`src/rtl/mem_port_arbiter_if.sv`:
```
// Bundle of request/grant/response and memory-drive signals between the core,
// the arbiter and the shared single-port memory. Suffixes are arbiter-relative.
interface mem_port_arbiter_if #(
  parameter int XLEN = 32,
  parameter int AW   = 32
);
  logic            if_req_i;
  logic [AW-1:0]   if_addr_i;
  logic            if_gnt_o;
  logic            if_rvalid_o;
  logic [XLEN-1:0] if_rdata_o;

  logic            ls_req_i;
  logic            ls_we_i;
  logic [AW-1:0]   ls_addr_i;
  logic [XLEN-1:0] ls_wdata_i;
  logic            ls_gnt_o;
  logic            ls_rvalid_o;
  logic [XLEN-1:0] ls_rdata_o;

  logic            mem_we_o;
  logic [AW-1:0]   mem_read_addr_o;
  logic [AW-1:0]   mem_write_addr_o;
  logic [XLEN-1:0] mem_write_data_o;
  logic [XLEN-1:0] mem_read_data_i;

  modport slave (
    input  if_req_i, if_addr_i, ls_req_i, ls_we_i, ls_addr_i, ls_wdata_i, mem_read_data_i,
    output if_gnt_o, if_rvalid_o, if_rdata_o, ls_gnt_o, ls_rvalid_o, ls_rdata_o,
           mem_we_o, mem_read_addr_o, mem_write_addr_o, mem_write_data_o
  );

  modport master (
    output if_req_i, if_addr_i, ls_req_i, ls_we_i, ls_addr_i, ls_wdata_i, mem_read_data_i,
    input  if_gnt_o, if_rvalid_o, if_rdata_o, ls_gnt_o, ls_rvalid_o, ls_rdata_o,
           mem_we_o, mem_read_addr_o, mem_write_addr_o, mem_write_data_o
  );
endinterface

```
`src/rtl/mem_port_arbiter.sv`:
```
// Arbitrates IF and LS onto one single-port memory: LS-first with a starvation
// counter that forces IF through, and a one-cycle registered response.
module mem_port_arbiter #(
  parameter int XLEN     = 32,
  parameter int AW       = 32,
  parameter int MAX_WAIT = 4
) (
  input  logic              clk_i,
  input  logic              rst_ni,
  mem_port_arbiter_if.slave bus
);
  localparam int CW = 8;

  typedef enum logic [1:0] {OWN_NONE, OWN_IF, OWN_LS_RD, OWN_LS_WR} owner_e;

  owner_e          own_q, own_d;
  logic [CW-1:0]   cnt_q, cnt_d;
  logic [XLEN-1:0] if_rdata_q, if_rdata_d, ls_rdata_q, ls_rdata_d;
  logic [AW-1:0]   raddr_q, raddr_d, waddr_q, waddr_d;
  logic [XLEN-1:0] wdata_q, wdata_d;
  logic            if_gnt, ls_gnt, force_if;

  assign force_if = (cnt_q == CW'(MAX_WAIT));

  // Grants are forced low while in reset so nothing reaches the memory.
  always_comb begin
    ls_gnt = 1'b0;
    if_gnt = 1'b0;
    if (rst_ni) begin
      ls_gnt = bus.ls_req_i && !(bus.if_req_i && force_if);
      if_gnt = bus.if_req_i && !ls_gnt;
    end
  end

  always_comb begin
    cnt_d      = '0;
    own_d      = OWN_NONE;
    if_rdata_d = if_rdata_q;
    ls_rdata_d = ls_rdata_q;
    raddr_d    = raddr_q;
    waddr_d    = waddr_q;
    wdata_d    = wdata_q;
    if (bus.if_req_i && !if_gnt)
      cnt_d = force_if ? cnt_q : cnt_q + CW'(1);
    if (if_gnt) begin
      own_d      = OWN_IF;
      if_rdata_d = bus.mem_read_data_i;
      raddr_d    = bus.if_addr_i;
    end else if (ls_gnt) begin
      if (bus.ls_we_i) begin
        own_d      = OWN_LS_WR;
        ls_rdata_d = '0;
        waddr_d    = bus.ls_addr_i;
        wdata_d    = bus.ls_wdata_i;
      end else begin
        own_d      = OWN_LS_RD;
        ls_rdata_d = bus.mem_read_data_i;
        raddr_d    = bus.ls_addr_i;
      end
    end
  end

  always_ff @(posedge clk_i or negedge rst_ni) begin
    if (!rst_ni) begin
      own_q      <= OWN_NONE;
      cnt_q      <= '0;
      if_rdata_q <= '0;
      ls_rdata_q <= '0;
      raddr_q    <= '0;
      waddr_q    <= '0;
      wdata_q    <= '0;
    end else begin
      own_q      <= own_d;
      cnt_q      <= cnt_d;
      if_rdata_q <= if_rdata_d;
      ls_rdata_q <= ls_rdata_d;
      raddr_q    <= raddr_d;
      waddr_q    <= waddr_d;
      wdata_q    <= wdata_d;
    end
  end

  // The _d values carry the live address when granted and the held one otherwise.
  assign bus.if_gnt_o         = if_gnt;
  assign bus.ls_gnt_o         = ls_gnt;
  assign bus.mem_we_o         = ls_gnt && bus.ls_we_i;
  assign bus.mem_read_addr_o  = rst_ni ? raddr_d : '0;
  assign bus.mem_write_addr_o = rst_ni ? waddr_d : '0;
  assign bus.mem_write_data_o = rst_ni ? wdata_d : '0;
  assign bus.if_rvalid_o      = (own_q == OWN_IF);
  assign bus.ls_rvalid_o      = (own_q == OWN_LS_RD) || (own_q == OWN_LS_WR);
  assign bus.if_rdata_o       = if_rdata_q;
  assign bus.ls_rdata_o       = ls_rdata_q;
endmodule

```
`src/flat_wrapper.sv`:
```
// flat-port wrapper written by rule: the top's interface ports become plain ports
module mem_port_arbiter_flat 
#(
  parameter int XLEN     = 32,
  parameter int AW       = 32,
  parameter int MAX_WAIT = 4
)
  (clk_i, rst_ni, bus_if_req_i, bus_if_addr_i, bus_ls_req_i, bus_ls_we_i, bus_ls_addr_i, bus_ls_wdata_i, bus_mem_read_data_i, bus_if_gnt_o, bus_if_rvalid_o, bus_if_rdata_o, bus_ls_gnt_o, bus_ls_rvalid_o, bus_ls_rdata_o, bus_mem_we_o, bus_mem_read_addr_o, bus_mem_write_addr_o, bus_mem_write_data_o);
  mem_port_arbiter_if #(.XLEN(XLEN), .AW(AW)) bus_i ();
  input  logic clk_i;
  input  logic rst_ni;
  input wire logic [$bits(bus_i.if_req_i)-1:0] bus_if_req_i;
  input wire logic [$bits(bus_i.if_addr_i)-1:0] bus_if_addr_i;
  input wire logic [$bits(bus_i.ls_req_i)-1:0] bus_ls_req_i;
  input wire logic [$bits(bus_i.ls_we_i)-1:0] bus_ls_we_i;
  input wire logic [$bits(bus_i.ls_addr_i)-1:0] bus_ls_addr_i;
  input wire logic [$bits(bus_i.ls_wdata_i)-1:0] bus_ls_wdata_i;
  input wire logic [$bits(bus_i.mem_read_data_i)-1:0] bus_mem_read_data_i;
  output wire logic [$bits(bus_i.if_gnt_o)-1:0] bus_if_gnt_o;
  output wire logic [$bits(bus_i.if_rvalid_o)-1:0] bus_if_rvalid_o;
  output wire logic [$bits(bus_i.if_rdata_o)-1:0] bus_if_rdata_o;
  output wire logic [$bits(bus_i.ls_gnt_o)-1:0] bus_ls_gnt_o;
  output wire logic [$bits(bus_i.ls_rvalid_o)-1:0] bus_ls_rvalid_o;
  output wire logic [$bits(bus_i.ls_rdata_o)-1:0] bus_ls_rdata_o;
  output wire logic [$bits(bus_i.mem_we_o)-1:0] bus_mem_we_o;
  output wire logic [$bits(bus_i.mem_read_addr_o)-1:0] bus_mem_read_addr_o;
  output wire logic [$bits(bus_i.mem_write_addr_o)-1:0] bus_mem_write_addr_o;
  output wire logic [$bits(bus_i.mem_write_data_o)-1:0] bus_mem_write_data_o;
  assign bus_i.if_req_i = bus_if_req_i;
  assign bus_i.if_addr_i = bus_if_addr_i;
  assign bus_i.ls_req_i = bus_ls_req_i;
  assign bus_i.ls_we_i = bus_ls_we_i;
  assign bus_i.ls_addr_i = bus_ls_addr_i;
  assign bus_i.ls_wdata_i = bus_ls_wdata_i;
  assign bus_i.mem_read_data_i = bus_mem_read_data_i;
  assign bus_if_gnt_o = bus_i.if_gnt_o;
  assign bus_if_rvalid_o = bus_i.if_rvalid_o;
  assign bus_if_rdata_o = bus_i.if_rdata_o;
  assign bus_ls_gnt_o = bus_i.ls_gnt_o;
  assign bus_ls_rvalid_o = bus_i.ls_rvalid_o;
  assign bus_ls_rdata_o = bus_i.ls_rdata_o;
  assign bus_mem_we_o = bus_i.mem_we_o;
  assign bus_mem_read_addr_o = bus_i.mem_read_addr_o;
  assign bus_mem_write_addr_o = bus_i.mem_write_addr_o;
  assign bus_mem_write_data_o = bus_i.mem_write_data_o;
  mem_port_arbiter #(.XLEN(XLEN), .AW(AW), .MAX_WAIT(MAX_WAIT)) u_core (.clk_i(clk_i), .rst_ni(rst_ni), .bus(bus_i));
endmodule
```
`config.mk`:
```
export PLATFORM = sky130hd
export DESIGN_NAME = mem_port_arbiter_flat
export DESIGN_NICKNAME = d
export VERILOG_FILES = /design/src/rtl/mem_port_arbiter_if.sv /design/src/rtl/mem_port_arbiter.sv /design/src/flat_wrapper.sv
export SDC_FILE = /design/constraint.sdc
export NUM_CORES = 1
export LEC_CHECK = 0
export BUFFER_PORTS_ARGS = -buffer_cell sky130_fd_sc_hd__buf_4
export CAP_MARGIN = 20
export CORE_ASPECT_RATIO = 0.7
export CORE_MARGIN = 3
export CORE_UTILIZATION = 53
export DETAILED_ROUTE_END_ITERATION = 16
export PLACE_DENSITY = 0.94
export SYNTH_ARGS = -nofsm -noshare
export SYNTH_HDL_FRONTEND = slang
export SYNTH_SLANG_ARGS = --single-unit
```
`constraint.sdc`:
```
create_clock -name clk_i -period 4.27 [get_ports clk_i]
set_input_delay 0.427 -clock clk_i [delete_from_list [all_inputs] [get_ports clk_i]]
set_output_delay 0.427 -clock clk_i [all_outputs]
set_load 0.02 [all_outputs]
```
==> out/summary.txt <==
CP cell instances -> or4_4, o21a_1, buf_4, or2_4, buf_12, a211oi_1, buf_4
worst setup path category -> flop to primary output
Startpoint Class -> flop
FF-to-FF Start -> u_core.cnt_q[0]
max cap viols -> 0
DRC viols -> 0
P&R area growth vs syn -> 38.4%
Critical Path Sink Type -> primary output
Max stage delay on crit path -> 0.60 ns
Total Routing Usage GR -> 26.5%
Hold Crit Depth -> 2
Skew-Pair Late Insertion Delay -> 0.41 ns
WL/cell -> 18.7 um
DRT antenna net count -> 0
post-synthesis xor/xnor area fraction -> 0.456%
Max stage delay cell, worst path -> or4_4
Pwr Total -> 0.00475 W
Die ar. -> 0.0160 mm2
crit path capture -> bus_mem_read_addr_o[8]
Critical Path Fanout Max -> 64
most frequent cells in the layout -> buf_4, dfrtp_1, nand2_1
pwr/cell area -> 446 mW/mm2
TritonCTS clock tree -> yes
Synth area leaders -> dfrtp_1, mux2_2, mux2_4
Netlist cell types -> 35
maximum level of the CTS H-tree -> 4
setup TNS -> 0 ns
fmax -> 0.274 GHz
FF-to-FF End -> u_core.bus.if_rdata_o[5]
HP Class -> input pin to flop
Starting Density -> 54.7%
Final min period -> 3.65 ns
via count -> 6147
final instance area -> 0.0106 mm2
Adder-Cell Fraction of Synth Area -> 0.325%
initial antenna violation count -> 0
# diodes -> 0
Lkg Pwr -> 5.13 nW
layout cells sized above 1 -> 46.6%
Data required, critical path -> 3.84 ns
Pre-Repair DR Iteration Count -> 5
ys async rst share -> 100%
outcome -> complete, no violations
clock root buffer -> clkbuf_16
Layout Cells excl Fill -> 1136
final-stage net count -> 1068
share of the synthesized area in the top cell type -> 55.3%
Die Wd -> 150 um
final RePlAce weighted congestion -> 0.790
Synth Flop Type -> dfrtp_1
worst-case clock buffer depth -> 2
CTS buffer count -> 17
Avg Synthesized Cell Area -> 11.8 um2
Slew HR -> 28.9%
final worst path period share -> 85.5%
Simple-Gate Fraction of Synth Area -> 12.2%
Placed Cells -> 1103
Critical Path Start -> u_core.cnt_q[5]
num rows -> 36
Reg2Reg Depth -> 8
Sink Count -> 170
Synthesized Nets -> 789
FF-to-FF setup slack -> 1.40 ns
synth warn -> 0
IO Port Bufs -> 297
Post CTS Setup Buffer Count -> 0
Data arrival, critical path -> 3.22 ns
clk slew on worst S/H paths -> 0.08 ns
post-synthesis register bit count -> 170
Top Ports -> 298
Core Area -> 0.0141 mm2
Mapped Area -> 0.00769 mm2
Fin. Hold Viols -> 0
post-synthesis compound-gate area fraction -> 8.01%
# setup viols final -> 0
Worst path most repeated cell -> buf_4
vias in the first global route -> 6465
proportion of synthesized area in mux cells -> 19.7%
Via-to-Cell Ratio -> 5.41
Crit path max-delay family -> simple AND/OR/NAND/NOR gates
Die Span Y -> 107 um
commonest non-fill, non-tap cell in the layout -> buf_4
Area after DPL -> 0.0100 mm2
final max-slew violation count -> 0
combinational family with the most area after synthesis -> multiplexers
first-pass GRT wire length -> 33200 um
largest net degree at the start of global routing -> 119
final wirelength -> 21200 um
leading area contributor after synthesis -> dfrtp_1
Worst Tran Pin Value -> 1.07 ns
register area share after synthesis -> 55.3%
Buf/Inv on CP -> 3
cell depth of the worst setup path -> 7
Congestion Overflow GR -> 0
Final HPWL DP -> 15500 um
DRT iter0 DRCs -> 399
Mapped Cells -> 654
Post-synth EDFFs -> 0
RSZ-0062 raised after global routing -> no
maximum vdd ir drop -> 0.314 mV
Worst Clk Skew -> 0.0144 ns
## cell families (layout without fill, tap and decap cells)
group	Yosys count	after routing
AO/OA/AOI/OAI	104	104
XOR/XNOR	4	4
adder cells (fa/ha/maj)	2	2
buffers and inverters	58	350
flip-flops	170	170
multiplexers	128	128
AND/OR/NAND/NOR	188	188
## state kept, by name, summed over array words and instances, names as in the netlist
signal,count
u_core.bus.if_rdata_o,32
u_core.bus.ls_rdata_o,32
u_core.raddr_q,32
u_core.waddr_q,32
u_core.wdata_q,32
u_core.cnt_q,8
u_core.own_q,2
## timing repair
item	4_1_cts	5_1_grt
endpoints found under the setup margin	0	0
endpoints found under the hold margin	28	0
resized for setup	0	0
hold buffers	1	0
## how the worst min path moves through the flow
stage / startpoint / end / slack (ns)
2_1_floorplan: rst_ni / u_core.bus.if_rdata_o[0] / 0.13
3_3_place_gp: rst_ni / u_core.wdata_q[5] / 0.39
3_5_place_dp: rst_ni / u_core.wdata_q[5] / 0.39
4_1_cts: bus_mem_read_data_i[21] / u_core.bus.if_rdata_o[21] / 0.23
5_1_grt: bus_mem_read_data_i[22] / u_core.bus.if_rdata_o[22] / 0.22
6_report: bus_mem_read_data_i[22] / u_core.bus.if_rdata_o[22] / 0.25
## cell type report
class / count / area (um2)
well taps: 190 / 238
multi-input cells: 426 / 3150
fillers: 947 / 3410
inverters: 8 / 30.0
flip-flops and latches: 170 / 4250
clock inverters: 14 / 153
clock buffers: 18 / 429
repair buffers: 310 / 2380
## synthesized netlist by cell type, types with 2 or more instances
master / n
buf_4: 4
dfrtp_1: 170
a211oi_1: 32
mux2i_1: 32
and2_1: 64
buf_6: 8
nor2_1: 7
nand3_1: 2
buf_2: 7
nand2_1: 72
o21ai_0: 34
inv_1: 8
xnor2_1: 3
mux2_4: 31
buf_1: 3
a21oi_1: 33
mux2_2: 65
clkbuf_1: 27
ha_1: 2
nor3_1: 35
## power by group
group | leakage, nW | internal, W | switching (W)
combinational | 2.81 | 0.000619 | 0.000669
clock | 0.278 | 0.000783 | 0.000701
sequential | 2.05 | 0.00187 | 0.000104
total | 5.13 | 0.00327 | 0.00147
## per-stage QoR
stage                     hold slack (ns)  setup WS (ns)  utilization [%]
final                               0.250          0.619             75.7
after CTS                           0.232          0.643             75.7
after detailed placement            0.385           1.11             71.5
after floorplan                     0.131           1.44                -
after global placement              0.385           1.19             71.3
after global routing                0.223          0.459             75.7
## routing by layer
metal / GRT usage (%) / routed length [um] / up-vias
li1: - / - / 2824
met5: 0 / 0 / -
met3: 8.24 / 1870 / 38
met4: 9.27 / 536 / 0
met2: 44.8 / 10600 / 271
met1: 32.4 / 8180 / 3014
Note: power is estimated with default switching activity, not from simulation.
